File: src/rtl/prog_loader_pkg.sv
// Shared types and defaults for the Harvard program loader.
// State encoding is common to the default and checksum builds.
package prog_loader_pkg;

    localparam int BYTE_W      = 8;
    localparam int DEF_ADDR_W  = 8;
    localparam int DEF_INSTR_W = 9;

    typedef enum logic [2:0] {
        LEN   = 3'd0,
        LO    = 3'd1,
        HI    = 3'd2,
        CSUM  = 3'd3,
        RUN   = 3'd4,
        ERROR = 3'd5
    } state_t;

    // HI-byte bits above the instruction width must be zero.
    function automatic logic [BYTE_W-1:0] rsv_mask(input int instr_w);
        logic [15:0] wide;
        wide = 16'h00ff << (instr_w - BYTE_W);
        return wide[BYTE_W-1:0];
    endfunction

endpackage

File: src/rtl/instr_ram.sv
// Instruction memory: one synchronous write port, one asynchronous read port.
// A same-cycle read of the address being written returns the old word.
module instr_ram #(
    parameter int ADDR_W  = 8,
    parameter int INSTR_W = 9
) (
    input  logic               clk,
    input  logic               we,
    input  logic [ADDR_W-1:0]  waddr,
    input  logic [INSTR_W-1:0] wdata,
    input  logic [ADDR_W-1:0]  raddr,
    output logic [INSTR_W-1:0] rdata
);

    logic [INSTR_W-1:0] mem [2**ADDR_W];

    always_ff @(posedge clk) begin
        if (we) begin
            mem[waddr] <= wdata;
        end
    end

    assign rdata = mem[raddr];

endmodule

File: src/rtl/prog_loader_harvard.sv
// Program loader for the 8-bit Harvard micro: streams an image into instr_ram
// and holds the micro in reset until it is complete. Optional image checksum
// is enabled by defining PROG_LOADER_CHECKSUM_EN.
//
// state | meaning
// LEN   | waiting for the word-count byte
// LO    | waiting for the low byte of the next word
// HI    | waiting for the high byte; writes the word
// CSUM  | waiting for the checksum byte (checksum build only)
// RUN   | image valid, micro released from reset
// ERROR | malformed image, micro held in reset until i_start
module prog_loader_harvard
    import prog_loader_pkg::*;
#(
    parameter int ADDR_W  = DEF_ADDR_W,
    parameter int INSTR_W = DEF_INSTR_W
) (
    input  logic               clk,
    input  logic               rst,
    input  logic [7:0]         i_byte,
    input  logic               i_byte_valid,
    output logic               o_byte_ready,
    input  logic               i_start,
    input  logic [ADDR_W-1:0]  i_direccion_instruccion,
    output logic [INSTR_W-1:0] o_instruccion,
    output logic               o_cpu_rst_n,
    output logic               o_load_done,
    output logic               o_error
);

    localparam int                CNT_W     = ADDR_W + 1;
    localparam logic [CNT_W-1:0]  DEPTH_CNT = {1'b1, {ADDR_W{1'b0}}};
    localparam logic [BYTE_W-1:0] RSV_MASK  = rsv_mask(INSTR_W);

    state_t              state, state_nxt;
    logic [ADDR_W-1:0]   addr, addr_nxt;
    logic [CNT_W-1:0]    count, count_nxt;
    logic [BYTE_W-1:0]   lo_reg, lo_nxt;
    logic                run_q;
    logic                accept;
    logic                we;
    logic [INSTR_W-1:0]  wdata;
`ifdef PROG_LOADER_CHECKSUM_EN
    logic [BYTE_W-1:0]   sum, sum_nxt, sum_chk;
`endif

    assign accept       = i_byte_valid && o_byte_ready;
    assign o_byte_ready = (state == LEN) || (state == LO) || (state == HI) || (state == CSUM);
    assign wdata        = {i_byte[INSTR_W-BYTE_W-1:0], lo_reg};
`ifdef PROG_LOADER_CHECKSUM_EN
    assign sum_chk      = sum + i_byte;
`endif

    always_ff @(posedge clk or negedge rst) begin
        if (!rst) begin
            state  <= LEN;
            addr   <= '0;
            count  <= '0;
            lo_reg <= '0;
            run_q  <= 1'b0;
`ifdef PROG_LOADER_CHECKSUM_EN
            sum    <= '0;
`endif
        end else begin
            state  <= state_nxt;
            addr   <= addr_nxt;
            count  <= count_nxt;
            lo_reg <= lo_nxt;
            // Rises one edge after RUN is entered, drops on the i_start edge.
            run_q  <= (state == RUN) && !i_start;
`ifdef PROG_LOADER_CHECKSUM_EN
            sum    <= sum_nxt;
`endif
        end
    end

    always_comb begin
        state_nxt = state;
        addr_nxt  = addr;
        count_nxt = count;
        lo_nxt    = lo_reg;
        we        = 1'b0;
`ifdef PROG_LOADER_CHECKSUM_EN
        sum_nxt   = sum;
`endif
        if (i_start) begin
            state_nxt = LEN;
            addr_nxt  = '0;
`ifdef PROG_LOADER_CHECKSUM_EN
            sum_nxt   = '0;
`endif
        end else begin
            case (state)
                LEN: begin
`ifdef PROG_LOADER_CHECKSUM_EN
                    sum_nxt = accept ? i_byte : '0;
`endif
                    if (accept) begin
                        count_nxt = (i_byte == '0) ? DEPTH_CNT : CNT_W'(i_byte);
                        addr_nxt  = '0;
                        state_nxt = LO;
                    end
                end
                LO: begin
                    if (accept) begin
                        lo_nxt    = i_byte;
                        state_nxt = HI;
`ifdef PROG_LOADER_CHECKSUM_EN
                        sum_nxt   = sum_chk;
`endif
                    end
                end
                HI: begin
                    if (accept) begin
                        if ((i_byte & RSV_MASK) != '0) begin
                            state_nxt = ERROR;
                        end else begin
                            we        = 1'b1;
                            addr_nxt  = addr + ADDR_W'(1);
                            count_nxt = count - CNT_W'(1);
`ifdef PROG_LOADER_CHECKSUM_EN
                            sum_nxt   = sum_chk;
                            state_nxt = (count == CNT_W'(1)) ? CSUM : LO;
`else
                            state_nxt = (count == CNT_W'(1)) ? RUN : LO;
`endif
                        end
                    end
                end
                CSUM: begin
`ifdef PROG_LOADER_CHECKSUM_EN
                    if (accept) begin
                        state_nxt = (sum_chk == '0) ? RUN : ERROR;
                    end
`else
                    state_nxt = LEN;
`endif
                end
                RUN:     state_nxt = RUN;
                ERROR:   state_nxt = ERROR;
                default: state_nxt = LEN;
            endcase
        end
    end

    assign o_cpu_rst_n = run_q;
    assign o_load_done = run_q;
    assign o_error     = (state == ERROR);

    instr_ram #(
        .ADDR_W  (ADDR_W),
        .INSTR_W (INSTR_W)
    ) u_instr_ram (
        .clk   (clk),
        .we    (we),
        .waddr (addr),
        .wdata (wdata),
        .raddr (i_direccion_instruccion),
        .rdata (o_instruccion)
    );

endmodule
File: config.mk
export PLATFORM = sky130hd
export DESIGN_NAME = prog_loader_harvard
export DESIGN_NICKNAME = d
export VERILOG_FILES = /design/src/rtl/prog_loader_pkg.sv /design/src/rtl/instr_ram.sv /design/src/rtl/prog_loader_harvard.sv
export SDC_FILE = /design/constraint.sdc
export NUM_CORES = 2
export LEC_CHECK = 0
export ABC_AREA = 1
export BUFFER_PORTS_ARGS = -buffer_cell sky130_fd_sc_hd__buf_2
export CAP_MARGIN = 40
export CORE_MARGIN = 1.5
export CORE_UTILIZATION = 45
export CTS_BUF_LIST = sky130_fd_sc_hd__clkbuf_8 sky130_fd_sc_hd__clkbuf_16
export DETAILED_ROUTE_END_ITERATION = 12
export PLACE_DENSITY = 0.63
export SLEW_MARGIN = 15
export SYNTH_ARGS = -nofsm -noshare
export SYNTH_HDL_FRONTEND = slang
export SYNTH_SLANG_ARGS = --single-unit
File: constraint.sdc
create_clock -name clk -period 5.2 [get_ports clk]
set_clock_uncertainty 0.15 [all_clocks]
set_input_delay 1.04 -clock clk [delete_from_list [all_inputs] [get_ports clk]]
set_output_delay 1.04 -clock clk [all_outputs]
set_load 0.005 [all_outputs]
==> impl_metrics.ini <==
[outcome]
outcome = completed

[clock_network]
postCtsHoldBufs = 0
cts_resized = 0
cts_root_buffer = clkbuf_16
cts_buffer_depth = 3
cts.clk_slew.worst_paths_ns = 0.06
cts_buffers = 228
htree_levels = 4
cts_tree = built
cts_setup_buffers = 0
clk_latency_ns = 0.86
clock-sinks = 2333

[synth]
synth_ff_type = edfxtp_1
synth_area_leader_cell = edfxtp_1
synth_edf_count = 2304
synth-seq-area-share_pct = 73.7
ys_async_sr_fraction_pct = 1.24
synthCells = 7971
netlist_area_sq_um = 94800
synth_area_leaders = edfxtp_1 (73%), nand3_1 (12%), nand2_1 (9.5%)
synth_cell_types = 40
synth_top_area_share_pct = 73.0
synth_warnings = 0
ys_ff_latch = 2333
syn_avg_cell_area_sq_um = 11.9
syn_nets = 7997

[global_routing]
grt_max_degree = 154
track_usage_pct = 24.9
grt_pass1_vias = 60400
overflow = 0
antenna_found_initial = 7
grt_pass1_wl_um = 395000

[final_layout]
top_register = u_instr_ram.mem
drive_gt1_share_pct = 9.11
nets = 8057
largest_register_ffs = 2304
fin_cells = 11000
utilization_pct = 51.0
reg.largest.list = u_instr_ram.mem: 2304 flops, count: 9 flops
final_cell_mix = nand2_1 (2388), edfxtp_1 (2304), nand3_1 (2284)
fillers = 17800
regArea_sq_um = 69900
layout_commonest_cell = nand2_1
multi_input_area_sq_um = 22300
syn_to_final_growth_pct = 12.7

[sta]
tightest_slew_ns = 0.913
rsz0062_at_grt = false
fin_crit_ns = 5.13
maxSlewHeadroom_pct = 38.9
maxSlewViolCount = 0
finalHoldViolCount = 0
finalSetupViolations = 0
max_freq_ghz = 0.195
fin_crit_sh_pct = 98.6
finalSetupTns_ns = 0

[die]
ios = 33
rows = 168
core_region_area_sq_um = 210000
die_w_um = 462
die-area_sq_um = 213000
start_util_pct = 45.2
die_h_um = 462

[power_and_ir_drop]
power.leakage_nw = 37.6
peakVddDrop_v = 0.000420
power_density_nw_per_um2 = 417

[placed_design]
io_buffer_count = 32
place_congestion = 0.875
dp_cells = 10600
dpl.hpwl_um = 157000

[flow_run]
drv_cap = 0

[setup_path]
arrival_ns = 3.94
crit_path_end_kind = output port
rr_worst_depth = 10
cp.required_ns = 4.01
worst-path-max-fanout = 45
timing_worst_setup_path_type = input pin to output port
crit_path_start_kind = input pin

[routing]
dr.pass1.iters = 10
drc = 0
ant_nets = 0
drtIter0Drc = 8172
vias = 63400
via_per_inst = 5.75
wl_um = 267000
drt-wirelength-per-cell_um = 24.3

[worst_hold_path]
hp-class = input pin to async pin
==> path summary, 6_finish.rpt <==
path | from | endpoint | slack (ns)
setup / recovery | i_direccion_instruccion[1] | o_instruccion[6] | 0.07
hold / removal | rst | lo_reg[1] | 0.06
setup reg to reg | state[2] | u_instr_ram.mem[113][8] | 1.75
hold reg to reg | count[5] | count[5] | 0.38
max in group asynchronous | rst | lo_reg[0] | 4.31
min in group clk | i_byte[7] | lo_reg[7] | 0.32
==> critical path, cell delays in order <==
cell	delay (ns)
buf_8	0.18
inv_8	0.29
buf_12	0.24
buf_12	0.22
buf_12	0.27
nand3_1	0.12
nand3_1	0.19
nand3_1	0.14
nand3_1	0.10
nand3_1	0.28
nand3_1	0.38
nand2_1	0.11
nand2_1	0.07
nand2_1	0.07
buf_2	0.13
==> synthesized netlist by cell type (2+ instances only) <==
library cell	n
o21ai_0	13
buf_2	274
nand3_1	2292
nand2_4	4
a21oi_1	9
inv_2	10
inv_1	25
o21ai_1	8
buf_1	78
clkbuf_1	175
nor4_1	2
edfxtp_1	2304
nor2_4	12
clkinv_1	5
nand2_1	2396
nand3_2	7
nand4_1	5
nand2_2	5
nor2_1	263
buf_4	13
xor2_1	5
buf_6	3
nor2_2	2
o211ai_1	3
nor3_4	4
mux2_2	3
nor3_1	5
ha_1	6
dfrtp_1	29
==> metrics by stage <==
stage | hold slack (ns) | instance area, sq um | setup slack, ns | power (mW)
after global placement | 0.349 | 99100 | 0.179 | 28.8
after detailed placement | 0.368 | 99600 | 0.172 | 28.9
after global routing | 0.104 | 107000 | 0.114 | 45.8
final | 0.0619 | 107000 | 0.0723 | 44.6
after CTS | 0.0396 | 107000 | 0.170 | 44.7
after floorplan | 0.322 | 94800 | 1.06 | 26.6
==> layout make-up <==
| class | count | area share, % |
|---|---|---|
| Antenna cell | 3 | 0.00702 |
| Clock buffer | 236 | 5.48 |
| Clock inverter | 174 | 1.19 |
| Inverter | 41 | 0.176 |
| Multi-Input combinational cell | 5053 | 20.9 |
| Sequential cell | 2333 | 65.4 |
| Tap cell | 2805 | 3.28 |
| Timing Repair Buffer | 374 | 3.53 |
==> cell families (layout without fill, tap and decap cells) <==
family / count (synthesis) / count (layout) / synth area share, %
other: 0 / 3 / 0
and+or+nand+nor: 5001 / 5001 / 23.1
AOI/OAI and AO/OA: 38 / 38 / 0.223
DFF: 2333 / 2333 / 73.7
adders and majority gates: 6 / 6 / 0.0792
buffers and inverters: 585 / 825 / 2.77
muxes: 3 / 3 / 0.0356
xor gates and xnor gates: 5 / 5 / 0.0462
==> report_power, final <==
| part | leakage, nW | internal [mW] | switching [mW] |
|---|---|---|---|
| combinational | 12.7 | 0.872 | 3.96 |
| sequential | 21.2 | 23.1 | 0.601 |
| clock | 3.69 | 8.96 | 7.03 |
| total | 37.6 | 33.0 | 11.6 |
==> metal layers <==
metal	wire length, um	track usage (%)	vias up
li1	-	-	28500
met1	108000	34.3	31400
met2	126000	39.3	3010
met3	23400	4.22	490
met4	10400	9.96	6
met5	52	0	-
(Power assumes the default switching activity.)
